$ cat config.mk
export PLATFORM = sky130hd
export DESIGN_NAME = maj_rep_tx
export DESIGN_NICKNAME = d
export VERILOG_FILES = /design/src/rtl/maj_rep_tx.sv
export SDC_FILE = /design/constraint.sdc
export NUM_CORES = 1
export LEC_CHECK = 0
export CAP_MARGIN = 30
export CORE_AREA = 2 2 57 59
export CTS_CLUSTER_SIZE = 25
export DETAILED_ROUTE_END_ITERATION = 8
export DIE_AREA = 0 0 59 61
export MAX_ROUTING_LAYER = met4
export SYNTH_ARGS = -nofsm -noshare
export SYNTH_HDL_FRONTEND = slang
export SYNTH_SLANG_ARGS = --single-unit
$ cat constraint.sdc
create_clock -name clk -period 1.53 [get_ports clk]
set_input_delay 0.306 -clock clk [delete_from_list [all_inputs] [get_ports clk]]
set_output_delay 0.306 -clock clk [all_outputs]
set_load 0.005 [all_outputs]
$ cat src/rtl/maj_rep_tx.sv
// maj_rep_tx -- transmit side of the majority-vote link.
//
// Serialises DATA_W-bit words into a repetition-coded chip stream. Each data
// bit is emitted REP times in a row, so the receiver can recover it with a
// REP-input majority gate.
//
// Ports:
//   clk       rising-edge clock
//   rst_n     asynchronous active-low reset
//   in_data   word to transmit, sampled only when accepted
//   in_valid  in_data valid
//   in_ready  word accepted when in_valid & in_ready at a rising edge
//   tx_chip   current coded chip
//   tx_valid  tx_chip valid (held for the whole word)
//   tx_ready  chip consumed when tx_valid & tx_ready at a rising edge
//   tx_sof    high with the first chip of a word
//   tx_eof    high with the last chip of a word
//   busy      word in flight (same as tx_valid)

module maj_rep_tx #(
   parameter int DATA_W    = 8,
   parameter int REP       = 3,
   parameter bit MSB_FIRST = 1'b1
) (
   input  logic              clk,
   input  logic              rst_n,
   input  logic [DATA_W-1:0] in_data,
   input  logic              in_valid,
   output logic              in_ready,
   output logic              tx_chip,
   output logic              tx_valid,
   input  logic              tx_ready,
   output logic              tx_sof,
   output logic              tx_eof,
   output logic              busy
);

   localparam int BIT_W  = (DATA_W > 1) ? $clog2(DATA_W) : 1;
   localparam int CHIP_W = $clog2(REP);
   localparam logic [BIT_W-1:0]  BIT_LAST  = BIT_W'(DATA_W - 1);
   localparam logic [CHIP_W-1:0] CHIP_LAST = CHIP_W'(REP - 1);

   // An even repetition count has no strict majority; refuse to elaborate.
   generate
      if (REP < 3 || (REP % 2) == 0) begin : g_bad_rep
         $error("maj_rep_tx: REP must be odd and >= 3");
      end
   endgenerate

   typedef enum logic {IDLE, SEND} state_t;

   state_t              state,     nxt_state;
   logic [DATA_W-1:0]   shift_reg, nxt_shift;
   logic [BIT_W-1:0]    bit_idx,   nxt_bit;
   logic [CHIP_W-1:0]   chip_idx,  nxt_chip_idx;
   logic                nxt_tx_chip, nxt_tx_valid, nxt_tx_sof, nxt_tx_eof;
   logic                accept, fire;

   // Bit that goes on the line next, from whichever end leads.
   function automatic logic head(input logic [DATA_W-1:0] w);
      return MSB_FIRST ? w[DATA_W-1] : w[0];
   endfunction

   // The next word can only be taken while idle or on the handshake of the
   // current word's last chip, which keeps back-to-back words gap-free.
   assign in_ready = (state == IDLE) | ((state == SEND) & tx_eof & tx_ready);
   assign accept   = in_valid & in_ready;
   assign fire     = tx_valid & tx_ready;
   assign busy     = tx_valid;

   always_comb begin
      // NOTE: every signal written here gets a hold value first so that no
      // path leaves it unassigned and a latch is never inferred.
      nxt_state    = state;
      nxt_shift    = shift_reg;
      nxt_bit      = bit_idx;
      nxt_chip_idx = chip_idx;
      nxt_tx_chip  = tx_chip;
      nxt_tx_valid = tx_valid;
      nxt_tx_sof   = tx_sof;
      nxt_tx_eof   = tx_eof;

      if (accept) begin
         // Fresh word: first chip of its leading bit appears next cycle.
         nxt_state    = SEND;
         nxt_shift    = in_data;
         nxt_bit      = '0;
         nxt_chip_idx = '0;
         nxt_tx_chip  = head(in_data);
         nxt_tx_valid = 1'b1;
         nxt_tx_sof   = 1'b1;
         nxt_tx_eof   = 1'b0;
      end else if (fire) begin
         if (tx_eof) begin
            nxt_state    = IDLE;
            nxt_tx_chip  = 1'b0;
            nxt_tx_valid = 1'b0;
            nxt_tx_sof   = 1'b0;
            nxt_tx_eof   = 1'b0;
         end else begin
            if (chip_idx == CHIP_LAST) begin
               // Last repetition of this bit: move on to the next one.
               nxt_chip_idx = '0;
               nxt_bit      = bit_idx + 1'b1;
               nxt_shift    = MSB_FIRST ? (shift_reg << 1) : (shift_reg >> 1);
            end else begin
               nxt_chip_idx = chip_idx + 1'b1;
            end
            nxt_tx_chip = head(nxt_shift);
            nxt_tx_sof  = 1'b0;
            nxt_tx_eof  = (nxt_bit == BIT_LAST) && (nxt_chip_idx == CHIP_LAST);
         end
      end
      // Without a handshake everything holds, which is exactly the
      // backpressure behaviour the channel expects.
   end

   always_ff @(posedge clk or negedge rst_n) begin
      if (!rst_n) begin
         // NOTE: the shift register is ordinary state, not a memory array,
         // so it is cleared with the rest; a reset word leaves no residue.
         state     <= IDLE;
         shift_reg <= '0;
         bit_idx   <= '0;
         chip_idx  <= '0;
         tx_chip   <= 1'b0;
         tx_valid  <= 1'b0;
         tx_sof    <= 1'b0;
         tx_eof    <= 1'b0;
      end else begin
         // NOTE: non-blocking assignments so every register updates from the
         // same pre-edge values, independent of statement order.
         state     <= nxt_state;
         shift_reg <= nxt_shift;
         bit_idx   <= nxt_bit;
         chip_idx  <= nxt_chip_idx;
         tx_chip   <= nxt_tx_chip;
         tx_valid  <= nxt_tx_valid;
         tx_sof    <= nxt_tx_sof;
         tx_eof    <= nxt_tx_eof;
      end
   end

endmodule

; Word level (Yosys, flattened, before mapping)
; Cells that the tools add are included.
[word_totals]
regBits = 17
latch_bits = 0
mem_bits_rw = 0
mem_bits_ro = 0
in_bits = 12
out_inout_bits = 6
memories = 0
[op_classes]
addsub = 2
multipliers = 0
div = 0
magnitude_cmp = 0
n_eq_ne = 4
shifts = 0
muxes = 29
n_bitwise = 6
n_reduce_logical = 7
[ops]
columns = op, count
row1 = $mux 8, 4
row2 = $mux 3, 7
row3 = $mux 2, 7
row4 = $mux 1, 11
row5 = $reduce_bool 2->1, 3
row6 = $and 1x1->1, 4
row7 = $eq 2x2->1 const B, 2
row8 = $reduce_and 2->1, 2
row9 = $add 3x1->3 const B, 1
row10 = $eq 3x3->1 const B, 1
row11 = $reduce_and 3->1, 1
row12 = $add 2x1->2 const B, 1
row13 = $ne 2x1->1 const B, 1
row14 = $logic_and 1x1->1, 1
row15 = $not 1->1, 1
row16 = $or 1x1->1, 1

; Depth between registers and ports, before layout
; Gate-level depths: netlist of run 1.
[depth]
depth_word = 10
ltp_mapped = 6

; Worst setup path after synthesis of run 1
; Ideal clock, no wire load.
[synth_timing]
path_type = register -> register
start = reg tx_eof
end = reg bit_idx[0]
setup_time_ns = 0.125
arrival_ns = 1.245
required_ns = 1.405
setup_slack_ns = 0.160
stages_incl_launch_ff = 6
path_cell_list = dfrtp_1 -> and2b_4 -> and3_1 -> buf_6 -> nor2_4 -> mux2_2
[synth_via]
elab_chain_cells = 6
word_cells_on_any_way = 8
[synth_lines]
columns = item, line_no
row1 = from (decl), 34  ; output logic tx_eof,
row2 = from (signal assigned), 140  ; tx_eof <= nxt_tx_eof;
row3 = $and 1x1->1 (2 in a row), 66  ; assign in_ready = (state == IDLE) | ((state == SEND) & tx_eof & tx_ready);
row4 = $or 1x1->1, 66
row5 = $and 1x1->1, 67  ; assign accept = in_valid & in_ready;
row6 = $ne 2x1->1 (no line) or $reduce_bool 2->1 (tied branches), n/a
row7 = $reduce_and 2->1 (no line), n/a
row8 = to (signal assigned), 135  ; bit_idx <= nxt_bit;
row9 = to (decl), 54  ; logic [BIT_W-1:0] bit_idx, nxt_bit;
; Several ways; a longest one is shown, not always the timed one.
; A chain may end at the register's enable or synchronous reset.

; Worst setup path in the final report of run 1
[layout_timing]
start = reg tx_eof
end = reg bit_idx[2]
; The elaborated chain is that of the path after synthesis.

==> impl_metrics.env, run 1 <==
export IMPL_drt_initial_drc_count=9
export IMPL_core_sq_mm=0.00295
export IMPL_synth_nets=100
export IMPL_worst_setup_path_end_kind="flip-flop"
export IMPL_area_growth_pct=37.6
export IMPL_die_area_sq_mm=0.00360
export IMPL_postPlaceCellArea_sq_mm=0.00113
export IMPL_p_per_area_mw_per_mm2=1190
export IMPL_port_buffers=17
export IMPL_grt_usage=0.118
export IMPL_crit_top_cell="buf_4"
export IMPL_cp_top_family="buffers and inverters"
export IMPL_setup_viol=0
export IMPL_vias=715
export IMPL_globalplace_congestion=0.741
export IMPL_status="finished clean"
export IMPL_finalNonFillerCells=152
export IMPL_ant_nets=0
export IMPL_final_common_cell="dfrtp_1"
export IMPL_p_leak_nw=0.588
export IMPL_final_area_sq_mm=0.00119
export IMPL_crit_arrival_ps=1650
export IMPL_critPathSlowestCell="dfrtp_1"
export IMPL_yosysWarnings=0
export IMPL_syn_inst=87
export IMPL_postSynthAreaPerCell_sq_um=9.94
export IMPL_timing_slew_headroom=0.792
export IMPL_worst_setup_path_type="reg -> reg"
export IMPL_first_pass_iters=3
export IMPL_maxCapViolCount=0
export IMPL_cts_buffers=3
export IMPL_finalClockSkew_ps=4.12
export IMPL_n_antenna_cell=0
export IMPL_die_h_microns=61
export IMPL_rows=20
export IMPL_initial_core_util=0.293
export IMPL_wl_mm=1.79
export IMPL_netlist_top_cell_by_area="dfrtp_1"
export IMPL_ir_drop_mv=0.445
export IMPL_tightest_slew_ps=311
export IMPL_cts_root_buffer="clkbuf_4"
export IMPL_hold_violations=0
export IMPL_grt_max_degree=18
export IMPL_fp_dieW_microns=59
export IMPL_crit_chain="buf_4, and2b_4, buf_4, o22ai_1, buf_4, nand2_1, o31ai_4"
export IMPL_holdWs_ps=329
export IMPL_final_max_slew_viol_count=0
export IMPL_hp_class="in -> async"
export IMPL_io_pin_count=18
export IMPL_drive_gt1_frac=0.235
export IMPL_htreeDepth=1
export IMPL_cts_tree="built"
export IMPL_synth_top_area_frac=0.492
export IMPL_final_cell_mix="17 x dfrtp_1, 15 x nand2_1, 14 x buf_4"
export IMPL_ys_ff_latch=17
export IMPL_grt_ovfl_total=0
export IMPL_period_needed_ps=1480
export IMPL_rsz0062_at_grt="false"
export IMPL_grt_pass1_vias=737
export IMPL_wire_per_inst_microns=11.8
export IMPL_ys_types=28
export IMPL_path_clk_slew_ps=100
export IMPL_worst_path_max_fanout=4
export IMPL_seq_area_frac_synth=0.492
export IMPL_clock_latency_ps=280
export IMPL_drc=0
export IMPL_viasPerCell=4.70
export IMPL_synth_area_top_cells="dfrtp_1 49%, a21oi_1 6.9%, nand2_1 6.5%"
export IMPL_finalPower_w=0.00142
export IMPL_largest_register_ffs=8
export IMPL_clockBufferDepth=2
export IMPL_placedCellCount=145
export IMPL_nets=133
export IMPL_post_route_period_util=0.964
export IMPL_critical_path_buf_inv_count=3
export IMPL_cp_start_kind="flip-flop"
export IMPL_clkSinkCount=17
export IMPL_grt_pass1_wl_mm=3.15
export IMPL_critPathMaxStageDelay_ps=400
export IMPL_fmax_mhz=678
export IMPL_syn_area_sq_um=865
export IMPL_hold_buffers=0
export IMPL_worstPathRequired_ps=1700
export IMPL_antenna_found_initial=0
export IMPL_hpwlAfterDp_mm=1.33
-- synthesized netlist by cell type --
master and instances:
dfrtp_1 17, nand2_1 15, a21oi_1 12, nor2_1 8
a22o_1 3, inv_1 3, mux2i_1 3, nand3_1 3
a21o_1 2, buf_6 2, o22ai_1 2, a211oi_2 1
a21bo_4 1, and2_4 1, and2b_1 1, and2b_4 1
and3_1 1, and3b_1 1, and4b_1 1, buf_2 1
buf_4 1, ha_1 1, mux2_2 1, nand2b_1 1
nor2_4 1, o21ai_0 1, o31ai_2 1, xor2_1 1
-- path summary, 6_finish.rpt --
| path | slack [ps] | to | cells past startpoint | startpoint |
|---|---|---|---|---|
| hold reg to reg | 480 | shift_reg[7] | 1 | shift_reg[7] |
| setup / recovery | 50 | bit_idx[2] | 7 | tx_eof |
| setup reg to reg | 50 | bit_idx[2] | 7 | tx_eof |
| min in group clk | 480 | shift_reg[7] | 1 | shift_reg[7] |
| hold / removal | 330 | tx_chip | 2 | rst_n |
| max in group asynchronous | 1020 | shift_reg[0] | 2 | rst_n |
-- timing repair --
| item | in CTS | in global routing |
|---|---|---|
| endpoints found under the hold margin | 0 | 0 |
| gates resized for setup | 7 | 5 |
| setup endpoints to repair | 4 | 9 |
| setup buffers | 3 | 0 |
-- metal layers --
metal,up-vias,GRT usage,wire length [microns]
li1,363,-,-
met1,340,0.145,828
met2,10,0.194,888
met3,2,0.0213,61
met4,0,0.0390,12
met5,-,-,0
-- kinds of logic (layout without fill, tap and decap cells) --
family,after synthesis,in the layout,share of synthesized area
multiplexers,4,4,0.0478
XOR/XNOR,1,1,0.0101
AND/OR/NAND/NOR,34,34,0.197
AO/OA/AOI/OAI,23,23,0.185
flip-flops,17,17,0.492
adder cells (fa/ha/maj),1,1,0.0145
buffers and inverters,7,39,0.0535
-- worst reg2reg max path, delay by kind of cell (launching register included) --
kind            cells  cell delay [ps]
compound gates      2              180
buf+inv             3              440
flops               1              400
simple gates        2              350
-- through the flow --
stage / utilization / setup TNS [ps] / setup WS [ps]
CTS: 0.399 / -4.65 / -4.65
global placement: 0.383 / -1810 / -217
global route: 0.403 / 0 / 1.80
floorplan: - / 0 / 160
detailed placement: 0.383 / -2020 / -218
finish: 0.403 / 0 / 54.8
-- where the power goes --
part | switching, W | internal (W)
clock network | 0.000138 | 0.000101
registers | 0.0000990 | 0.000601
logic | 0.000209 | 0.000268
total | 0.000446 | 0.000970
-- final cells by class --
| type | instances | area, sq um |
|---|---|---|
| fill | 303 | 1760 |
| sequential | 17 | 425 |
| multi-input combinational | 63 | 408 |
| timing repair buffer | 32 | 278 |
| tap | 33 | 41.3 |
| clock buffer | 4 | 26.3 |
| inverter | 3 | 11.3 |
Power figures use the tool's default switching activity.
==> run 2: changes to the inputs <==
--- a/config.mk
+++ b/config.mk
@@ -7,7 +7,7 @@
 export LEC_CHECK = 0
 export CAP_MARGIN = 30
 export CORE_AREA = 2 2 57 59
-export CTS_CLUSTER_SIZE = 25
+export CTS_CLUSTER_SIZE = 20
 export DETAILED_ROUTE_END_ITERATION = 8
 export DIE_AREA = 0 0 59 61
 export MAX_ROUTING_LAYER = met4
==> results of run 2 <==
Final layout, timing and power as in run 1 (identical DEF).
